`config.mk`:
```
export PLATFORM = sky130hd
export DESIGN_NAME = dmem_port_arbiter
export DESIGN_NICKNAME = d
export VERILOG_FILES = /design/src/rtl/dmem_port_arbiter.sv
export SDC_FILE = /design/constraint.sdc
export NUM_CORES = 1
export LEC_CHECK = 0
export BUFFER_PORTS_ARGS = -buffer_cell sky130_fd_sc_hd__buf_2
export CORE_ASPECT_RATIO = 0.75
export CORE_MARGIN = 2
export CORE_UTILIZATION = 46
export DETAILED_ROUTE_END_ITERATION = 8
export GPL_TIMING_DRIVEN = 0
export PLACE_DENSITY = 0.85
export SYNTH_ARGS = -nofsm -noshare
export SYNTH_HDL_FRONTEND = slang
export SYNTH_SLANG_ARGS = --single-unit
```
`constraint.sdc`:
```
create_clock -name clk -period 2.4 [get_ports clk]
set_clock_uncertainty 0.1 [all_clocks]
set_input_delay 0.48 -clock clk [delete_from_list [all_inputs] [get_ports clk]]
set_output_delay 0.48 -clock clk [all_outputs]
set_load 0.005 [all_outputs]
```
`src/rtl/dmem_port_arbiter.sv`:
```
// Arbitrates the single-port data memory between the CPU M-stage port and an external loader port.
// Optional misaligned-access trap enabled by defining DMEM_ARB_MISALIGN_TRAP_EN.
module dmem_port_arbiter #(
   parameter int unsigned WAIT_CYCLES = 1
) (
   input  logic        clk,
   input  logic        reset,
   input  logic        cpu_req,
   input  logic        cpu_we,
   input  logic [31:0] cpu_addr,
   input  logic [31:0] cpu_wdata,
   input  logic [2:0]  cpu_funct3,
   output logic [31:0] cpu_rdata,
   output logic        cpu_stall,
   output logic        cpu_misalign,
   input  logic        ext_req,
   input  logic        ext_we,
   input  logic [31:0] ext_addr,
   input  logic [31:0] ext_wdata,
   input  logic [3:0]  ext_wstrb,
   output logic        ext_gnt,
   output logic        ext_done,
   output logic [31:0] ext_rdata,
   output logic        mem_en,
   output logic        mem_we,
   output logic [3:0]  mem_wstrb,
   output logic [31:0] mem_addr,
   output logic [31:0] mem_wdata,
   input  logic [31:0] mem_rdata
);
   localparam int unsigned CNT_W = 4;
   localparam logic [CNT_W-1:0] CNT_LAST = CNT_W'(WAIT_CYCLES - 1);

   typedef enum logic [1:0] {ST_IDLE, ST_ACCESS, ST_DONE} state_e;
   typedef enum logic {OWN_CPU = 1'b0, OWN_EXT = 1'b1} owner_e;

   state_e           state_q, state_d;
   owner_e           owner_q, owner_d;
   owner_e           last_q, last_d;
   logic [CNT_W-1:0] cnt_q, cnt_d;
   logic [31:0]      addr_q, addr_d;
   logic [31:0]      wdata_q, wdata_d;
   logic [3:0]       wstrb_q, wstrb_d;
   logic             we_q, we_d;
   logic [2:0]       f3_q, f3_d;
   logic             trap_q, trap_d;
   logic [31:0]      rdata_q, rdata_d;

   logic             grant_ext_c;
   logic [3:0]       cpu_strb_c;
   logic [31:0]      cpu_wrep_c;
   logic             misalign_c;
   logic [7:0]       byte_c;
   logic [15:0]      half_c;
   logic [31:0]      load_c;

   // Ext wins only when CPU is idle or CPU had the previous grant
   assign grant_ext_c = ext_req && (!cpu_req || last_q == OWN_CPU);

`ifdef DMEM_ARB_MISALIGN_TRAP_EN
   assign misalign_c = ((cpu_funct3[1:0] == 2'b01) && cpu_addr[0]) ||
                       ((cpu_funct3[1:0] == 2'b10) && (cpu_addr[1:0] != 2'b00));
`else
   assign misalign_c = 1'b0;
`endif

   // Store lane strobes and data replication
   always_comb begin
      cpu_strb_c = 4'b1111;
      cpu_wrep_c = cpu_wdata;
      case (cpu_funct3[1:0])
         2'b00: begin
            cpu_strb_c = 4'b0001 << cpu_addr[1:0];
            cpu_wrep_c = {4{cpu_wdata[7:0]}};
         end
         2'b01: begin
            cpu_strb_c = 4'b0011 << {cpu_addr[1], 1'b0};
            cpu_wrep_c = {2{cpu_wdata[15:0]}};
         end
         default: ;
      endcase
   end

   // Load lane select and extension
   always_comb begin
      byte_c = rdata_q[{addr_q[1:0], 3'b000} +: 8];
      half_c = addr_q[1] ? rdata_q[31:16] : rdata_q[15:0];
      case (f3_q[1:0])
         2'b00:   load_c = f3_q[2] ? {24'b0, byte_c} : {{24{byte_c[7]}}, byte_c};
         2'b01:   load_c = f3_q[2] ? {16'b0, half_c} : {{16{half_c[15]}}, half_c};
         default: load_c = rdata_q;
      endcase
   end

   always_ff @(posedge clk or negedge reset) begin
      if (!reset) begin
         state_q <= ST_IDLE;
         owner_q <= OWN_CPU;
         last_q  <= OWN_EXT;
         cnt_q   <= '0;
         addr_q  <= '0;
         wdata_q <= '0;
         wstrb_q <= '0;
         we_q    <= 1'b0;
         f3_q    <= '0;
         trap_q  <= 1'b0;
         rdata_q <= '0;
      end else begin
         state_q <= state_d;
         owner_q <= owner_d;
         last_q  <= last_d;
         cnt_q   <= cnt_d;
         addr_q  <= addr_d;
         wdata_q <= wdata_d;
         wstrb_q <= wstrb_d;
         we_q    <= we_d;
         f3_q    <= f3_d;
         trap_q  <= trap_d;
         rdata_q <= rdata_d;
      end
   end

   always_comb begin
      state_d      = state_q;
      owner_d      = owner_q;
      last_d       = last_q;
      cnt_d        = cnt_q;
      addr_d       = addr_q;
      wdata_d      = wdata_q;
      wstrb_d      = wstrb_q;
      we_d         = we_q;
      f3_d         = f3_q;
      trap_d       = trap_q;
      rdata_d      = rdata_q;
      ext_gnt      = 1'b0;
      cpu_misalign = 1'b0;
      case (state_q)
         ST_IDLE: begin
            if (grant_ext_c) begin
               ext_gnt = 1'b1;
               owner_d = OWN_EXT;
               addr_d  = ext_addr;
               wdata_d = ext_wdata;
               wstrb_d = ext_wstrb;
               we_d    = ext_we;
               f3_d    = 3'b010;
               trap_d  = 1'b0;
               cnt_d   = '0;
               state_d = ST_ACCESS;
            end else if (cpu_req) begin
               cpu_misalign = misalign_c;
               owner_d = OWN_CPU;
               addr_d  = cpu_addr;
               wdata_d = cpu_wrep_c;
               wstrb_d = cpu_strb_c;
               we_d    = cpu_we;
               f3_d    = cpu_funct3;
               trap_d  = misalign_c;
               cnt_d   = '0;
               state_d = ST_ACCESS;
            end
         end
         ST_ACCESS: begin
            cnt_d = cnt_q + CNT_W'(1);
            if (cnt_q == CNT_LAST) begin
               rdata_d = mem_rdata;
               state_d = ST_DONE;
            end
         end
         ST_DONE: begin
            last_d  = owner_q;
            cnt_d   = '0;
            state_d = ST_IDLE;
         end
         default: state_d = ST_IDLE;
      endcase
   end

   assign mem_en    = (state_q == ST_ACCESS) && !trap_q;
   assign mem_we    = mem_en && we_q;
   assign mem_wstrb = wstrb_q;
   assign mem_addr  = {addr_q[31:2], 2'b00};
   assign mem_wdata = wdata_q;

   assign ext_done  = (state_q == ST_DONE) && (owner_q == OWN_EXT);
   assign ext_rdata = rdata_q;
   assign cpu_rdata = ((state_q == ST_DONE) && (owner_q == OWN_CPU) && !trap_q) ? load_c : '0;
   assign cpu_stall = cpu_req && !((state_q == ST_DONE) && (owner_q == OWN_CPU));

endmodule

```
==> out/qor.csv, run 1 <==
stage,metric,value,unit
run_status,status,"finished, violations left",
run_status,violations,negative setup slack,
timing,min_period_over_period,1.065,
drt,via_per_inst,5.311,
layout,fin_nets,1229,
flow_run,maxCapViolations,0,
clock_tree,path_clk_slew,0.07,ns
synth,yosys_register_bits,112,
power_and_ir_drop,p_leak,4.392,nW
floorplan,coreArea,0.01302,mm2
drt,ant_nets,0,
worst_setup_path,worstSetupPathType,reg -> out,
synth,syn_area_per_cell,8.543,um2
floorplan,start_util,0.4718,
worst_setup_path,path_delay_family,compound AO/OA/AOI/OAI gates,
timing,period_needed,2.556,ns
drt,drt_iter0_markers,496,
synth,async_flop_share,1.000,
worst_setup_path,crit_slowest_cell,dfrtp_2,
grt,grt_pass1_vias,6248,
synth,ys_seq_area_frac,0.4565,
timing,finalHoldViolations,0,
worst_setup_path,max_stage_delay,0.43,ns
timing,slew_headroom,0.5273,
place,gp_congestion,0.9853,
worst_setup_path,start_kind,register,
floorplan,die_w,137.4,um
timing,setup_slack,-0.1564,ns
place,post-dp-hpwl,15.88,mm
grt,antenna_found_initial,2,
clock_tree,cts-buffers-inserted,9,
place,place_area,0.007930,mm2
drt,vias,6538,
floorplan,row_count,36,
clock_tree,cts_tree,done,
drt,wirelength,20.50,mm
grt,grt_max_degree,61,
layout,area_growth,38.87,%
synth,syn-cell-area,0.006142,mm2
drt,wl_per_cell,16.65,um
layout,fin_cells,1231,
worst_setup_path,critPathCaptureType,primary output,
floorplan,pin_count,311,
clock_tree,cts.sink_count,112,
drt,drcViolationCount,0,
place,port_buffers,307,
place,dp.cells,1200,
grt,grt_pass1_wl,31.93,mm
timing,rsz0062_at_grt,true,
power_and_ir_drop,vdd_ir_drop_max,668.2,uV
drt,firstDrtPassIters,6,
synth,netlist_instances,719,
floorplan,fp.dieH,104.1,um
place,dp_slack,0.06853,ns
layout,fin_area,0.008529,mm2
worst_setup_path,cp_max_fo,4,
synth,synthDistinctLibCells,45,
worst_setup_path,critPathBufInv,2,
synth,synth-main-ff-cell,dfrtp_1,
synth,synth_edf_count,0,
clock_tree,cts_root_buffer,clkbuf_16,
hold_path,hold_path_class,in -> async,
timing,slew_viol_final,0,
worst_setup_path,path_cells,or3b_4 > o22ai_4 > buf_4 > a211oi_2 > a211oi_2 > buf_2,
worst_setup_path,arrival,1.98,ns
worst_setup_path,cp_data_required_time,1.82,ns
floorplan,die_area,0.01430,mm2
clock_tree,clock_path_buffers,2,
worst_setup_path,critPathMostFrequentCell,a211oi_2,
timing,timing.fmax,391.2,MHz
timing,finalSetupViolations,24,
layout,drive_above_1_share,0.4325,
timing,tightest_slew,0.7052,ns
grt,grt_overflow,0,
clock_tree,htreeDepth,3,
clock_tree,clock_latency,0.34,ns
grt,grtUsageTotal,0.2864,
power_and_ir_drop,p_per_area,1219,mW/mm2
synth,yosysWarnings,0,
-- kinds of logic (layout without fill, tap and decap cells) --
logic type | after synthesis | after routing | synth area share
DFF | 112 | 112 | 0.4565
AOI/OAI and AO/OA | 171 | 171 | 0.1711
muxes | 56 | 56 | 0.09737
other | 1 | 4 | 0.0006105
adders and majority gates | 2 | 2 | 0.004073
and+or+nand+nor | 273 | 273 | 0.1809
buffers and inverters | 104 | 442 | 0.08942
-- layout by cell type, fill, tap and decap left out, types with 3 or more instances in the layout --
master	netlist	final
a211oi_1	10	8
nand2_1	168	166
nor2_1	72	72
o22ai_1	4	4
buf_6	1	5
clkbuf_16	0	9
a21o_1	10	10
o21ai_0	45	39
buf_4	34	51
inv_1	18	17
clkbuf_1	30	27
mux2_2	30	30
nand3_1	12	12
dfrtp_1	111	109
a31oi_1	41	41
a22oi_1	8	7
a221oi_2	0	7
a21oi_1	35	33
buf_2	19	322
mux2i_1	26	24
o21ai_1	0	6
conb_1	1	3
-- cells in the mapped netlist (2+ instances only) --
library cell  count  area share
a22oi_1           8      0.0098
nor2_1           72       0.044
nor3_1            2      0.0016
nand2b_1          2      0.0020
buf_2            19       0.015
a31oi_1          41       0.042
a21oi_1          35       0.029
inv_1            18       0.011
o22ai_1           4      0.0041
or3_1             2      0.0020
mux2i_1          26       0.042
nor3_2            2      0.0033
a21o_1           10       0.012
clkbuf_1         30       0.018
a22o_1            2      0.0029
nor4_1            2      0.0020
o21ai_0          45       0.037
nand3_1          12      0.0098
or3b_1            2      0.0029
buf_4            34       0.042
and2_1            2      0.0020
o211ai_1          2      0.0024
nor2b_1           2      0.0020
ha_1              2      0.0041
mux2_2           30       0.055
nand2_1         168        0.10
dfrtp_1         111        0.45
a211oi_1         10       0.012
a221oi_1          8       0.011
-- flip-flops by register name, summed over array words and instances (netlist names) --
| signal | count |
|---|---|
| addr_q | 32 |
| cnt_q | 4 |
| ext_rdata | 32 |
| f3_q | 3 |
| last_q | 1 |
| mem_wdata | 32 |
| mem_wstrb | 4 |
| owner_q | 1 |
| state_q | 2 |
| we_q | 1 |
-- metal layers --
metal / up-vias / routed length [um] / GRT usage
met5: - / 0 / 0
met4: 0 / 391 / 0.06701
met3: 35 / 1879 / 0.08528
met2: 326 / 9520 / 0.4506
met1: 3081 / 8704 / 0.3889
li1: 3096 / - / -
-- final timing paths --
kind / from / endpoint / slack (ns) / cells after the start
setup / recovery: f3_q[1]$_DFFE_PN0P_ / cpu_rdata[15] / -0.16 / 6
hold / removal: reset / ext_rdata[25]$_DFFE_PN0P_ / 0.08 / 1
setup reg to reg: state_q[1]$_DFFE_PN0P_ / addr_q[3]$_DFFE_PN0P_ / 0.21 / 4
hold reg to reg: mem_wdata[12]$_DFFE_PN0P_ / mem_wdata[12]$_DFFE_PN0P_ / 0.38 / 1
max in group asynchronous: reset / last_q$_DFFE_PN1N_ / 1.36 / 2
min in group clk: cpu_funct3[2] / f3_q[2]$_DFFE_PN0P_ / 0.26 / 2
-- where the power goes --
| group | switching, mW | leakage (nW) | total, mW | internal (mW) |
|---|---|---|---|---|
| Sequential | 0.680 | 1.31 | 3.53 | 2.85 |
| Combinational | 2.88 | 2.95 | 5.44 | 2.56 |
| Clock | 0.692 | 0.137 | 1.43 | 0.742 |
-- final cells by class --
type / instances / area, um2
sequential: 112 / 2806
tap: 171 / 214.0
timing repair buffer: 324 / 1703
buffer: 83 / 500.5
antenna: 1 / 2.502
multi-input combinational: 505 / 2950
inverter: 19 / 71.32
clock inverter: 5 / 38.79
clock buffer: 11 / 242.7
fill: 1093 / 4488
-- timing repair --
action,CTS,global route
buffers inserted,12,3
endpoints found under the setup margin,33,33
hold buffers,0,0
gates cloned,1,0
gates resized for setup,31,27
hold endpoints to repair,0,0
pin swaps,8,7
-- per-stage QoR --
stage	TNS, ns	hold WS (ns)	power (mW)	util
after floorplan	0	0.08441	6.414	-
after global placement	-61.36	0.3569	8.311	0.6069
after detailed placement	0	0.3623	8.479	0.6092
after CTS	-3.122	0.1013	10.18	0.6465
after global routing	-4.351	0.1320	11.16	0.6552
final	-2.520	0.07788	10.40	0.6552
Power figures use the tool's default switching activity.
==> run 2: changes to the inputs <==
- clock period: 2.4 -> 2.6 ns (I/O delays scaled with it)
==> run 2 against run 1 <==
  * Combinational power shrank 9.9%
  * Die area is the same
  * Sequential share of layout area grew 0.38 points
  * The flow still finishes with violations (negative setup slack)
==> out/qor.csv, run 2 (same netlist as run 1, synthesis figures left out) <==
stage,metric,value,unit,change
run_status,status,"finished, violations left",,unchanged
run_status,violations,negative setup slack,,unchanged
timing,rsz0062_at_grt,true,,unchanged
timing,timing.fmax,374.4,MHz,
power_and_ir_drop,p_per_area,1125,mW/mm2,was 1219 mW/mm2
layout,final_common_cell,buf_2,,unchanged
floorplan,die_area,0.01430,mm2,unchanged
floorplan,die_w,137.4,um,unchanged
clock_tree,cts_root_buffer,clkbuf_16,,unchanged
floorplan,pin_count,311,,unchanged
timing,finalHoldViolations,0,,unchanged
clock_tree,cts-buffers-inserted,9,,unchanged
floorplan,row_count,36,,unchanged
timing,min_period_over_period,1.027,,
grt,grt_pass1_vias,6161,,"was 6,248"
clock_tree,cts_tree,done,,unchanged
drt,wirelength,20.56,mm,was 20.50 mm
place,post-dp-hpwl,15.88,mm,unchanged
worst_setup_path,critPathCaptureType,primary output,,unchanged
place,place_area,0.007930,mm2,unchanged
timing,tightest_slew,0.7049,ns,was 0.7052 ns
timing,slew_viol_final,0,,unchanged
flow_run,maxCapViolations,0,,unchanged
clock_tree,cts.sink_count,112,,unchanged
layout,final_cell_mix,"buf_2 (322), nand2_1 (168), dfrtp_1 (108)",,"was buf_2 (322), nand2_1 (166), dfrtp_1 (109)"
drt,dr_wl_met2,9.672,mm,was 9.520 mm
drt,via_per_inst,5.331,,was 5.311
drt,drt_iter0_markers,422,,was 496
place,dp_slack,0.2285,ns,was 0.06853 ns
drt,wl_per_cell,16.78,um,was 16.65 um
timing,slew_headroom,0.5275,,was 0.5273
place,port_buffers,307,,unchanged
drt,firstDrtPassIters,5,,was 6
timing,period_needed,2.671,ns,
floorplan,fp.dieH,104.1,um,unchanged
timing,finalSetupViolations,7,,was 24
worst_setup_path,worstSetupPathType,reg -> out,,unchanged
layout,fin_area,0.008437,mm2,was 0.008529 mm2
layout,drive_above_1_share,0.4226,,was 0.4325
layout,fin_nets,1223,,"was 1,229"
drt,drcViolationCount,0,,unchanged
drt,ant_nets,0,,unchanged
clock_tree,path_clk_slew,0.07,ns,about the same
layout,area_growth,37.36,%,was 38.87%
grt,grtUsageTotal,0.2832,,was 0.2864
drt,vias,6530,,"was 6,538"
power_and_ir_drop,vdd_ir_drop_max,616.0,uV,was 668.2 uV
floorplan,coreArea,0.01302,mm2,unchanged
layout,fillers,1101,,"was 1,093"
place,gp_congestion,0.9853,,unchanged
drt,top_layer_used,met4,,unchanged
worst_setup_path,cp_max_fo,7,,was 4
worst_setup_path,start_kind,register,,unchanged
worst_setup_path,cp_data_required_time,1.98,ns,was 1.82 ns
grt,grt_pass1_wl,31.55,mm,was 31.93 mm
power_and_ir_drop,p_leak,4.357,nW,was 4.392 nW
drt,met1_length,8.566,mm,was 8.704 mm
clock_tree,htreeDepth,3,,unchanged
grt,grt_overflow,0,,unchanged
floorplan,start_util,0.4718,,unchanged
clock_tree,clock_path_buffers,2,,unchanged
grt,antenna_found_initial,2,,unchanged
clock_tree,holdBufCountCts,0,,unchanged
hold_path,hold_path_class,in -> async,,unchanged
drt,route.met3.wl,1.949,mm,was 1.879 mm
grt,grt_max_degree,61,,unchanged
timing,setup_slack,-0.07103,ns,was -0.1564 ns
worst_setup_path,arrival,2.05,ns,was 1.98 ns
clock_tree,clock_latency,0.34,ns,about the same
## run 2: repair_timing
item	4_1_cts	5_1_grt
setup endpoints to repair	24	32
buffers inserted	8	1
gates resized for setup	16	30
pin swaps	5	4
cloned	0	1
## run 2: cell type report
cell class / instances / area [um2] / area share
repair buffers: 318 / 1658 / 0.1965
multi-input cells: 505 / 2914 / 0.3454
diodes: 1 / 2.502 / 0.0002966
clock inverters: 5 / 38.79 / 0.004597
plain buffers: 83 / 488.0 / 0.05784
inverters: 19 / 71.32 / 0.008453
clock buffers: 11 / 242.7 / 0.02877
well taps: 171 / 214.0 / 0.02536
flip-flops and latches: 112 / 2808 / 0.3328
## run 2: power breakdown
group          leakage (nW)  total [mW]  switching (mW)  internal (mW)
registers              1.31        3.27           0.637           2.63
clock network         0.137        1.32           0.637          0.685
logic                  2.91        4.90            2.63           2.27
total                  4.36        9.49            3.90           5.59
## run 2: final timing paths
check / startpoint / endpoint / slack, ns / depth (start not counted)
max: f3_q[1]$_DFFE_PN0P_ / cpu_rdata[10] / -0.07 / 5
min: reset / ext_rdata[11]$_DFFE_PN0P_ / 0.12 / 1
max reg2reg: state_q[0]$_DFFE_PN0P_ / addr_q[3]$_DFFE_PN0P_ / 0.41 / 4
min reg2reg: mem_wdata[12]$_DFFE_PN0P_ / mem_wdata[12]$_DFFE_PN0P_ / 0.38 / 1
max in group asynchronous: reset / last_q$_DFFE_PN1N_ / 1.52 / 2
min in group clk: cpu_funct3[2] / f3_q[2]$_DFFE_PN0P_ / 0.30 / 2
## run 2: worst max-delay path: stages, from the launching register on
cell and delay, ns:
dfrtp_2 0.43, or3b_4 0.40, o22ai_4 0.27, a21oi_4 0.16
a221oi_2 0.27, buf_2 0.17
## run 2: through the flow
step / power, mW / hold WS (ns) / utilization / instances / setup TNS (ns)
2_1_floorplan: 5.921 / 0.1244 / - / 721 / 0
3_3_place_gp: 7.671 / 0.3569 / 0.6069 / 1199 / -43.60
3_5_place_dp: 7.827 / 0.3623 / 0.6092 / 1200 / 0
4_1_cts: 9.300 / 0.1413 / 0.6406 / 1223 / -0.1867
5_1_grt: 10.18 / 0.1844 / 0.6481 / 1225 / -1.222
6_report: 9.493 / 0.1239 / 0.6481 / 1225 / -0.2794
## run 2: routing by layer
| metal | GRT usage | vias to the layer above |
|---|---|---|
| met4 | 0.06333 | 0 |
| li1 | - | 3088 |
| met2 | 0.4499 | 339 |
| met3 | 0.07212 | 34 |
| met1 | 0.3899 | 3069 |
| met5 | 0 | - |
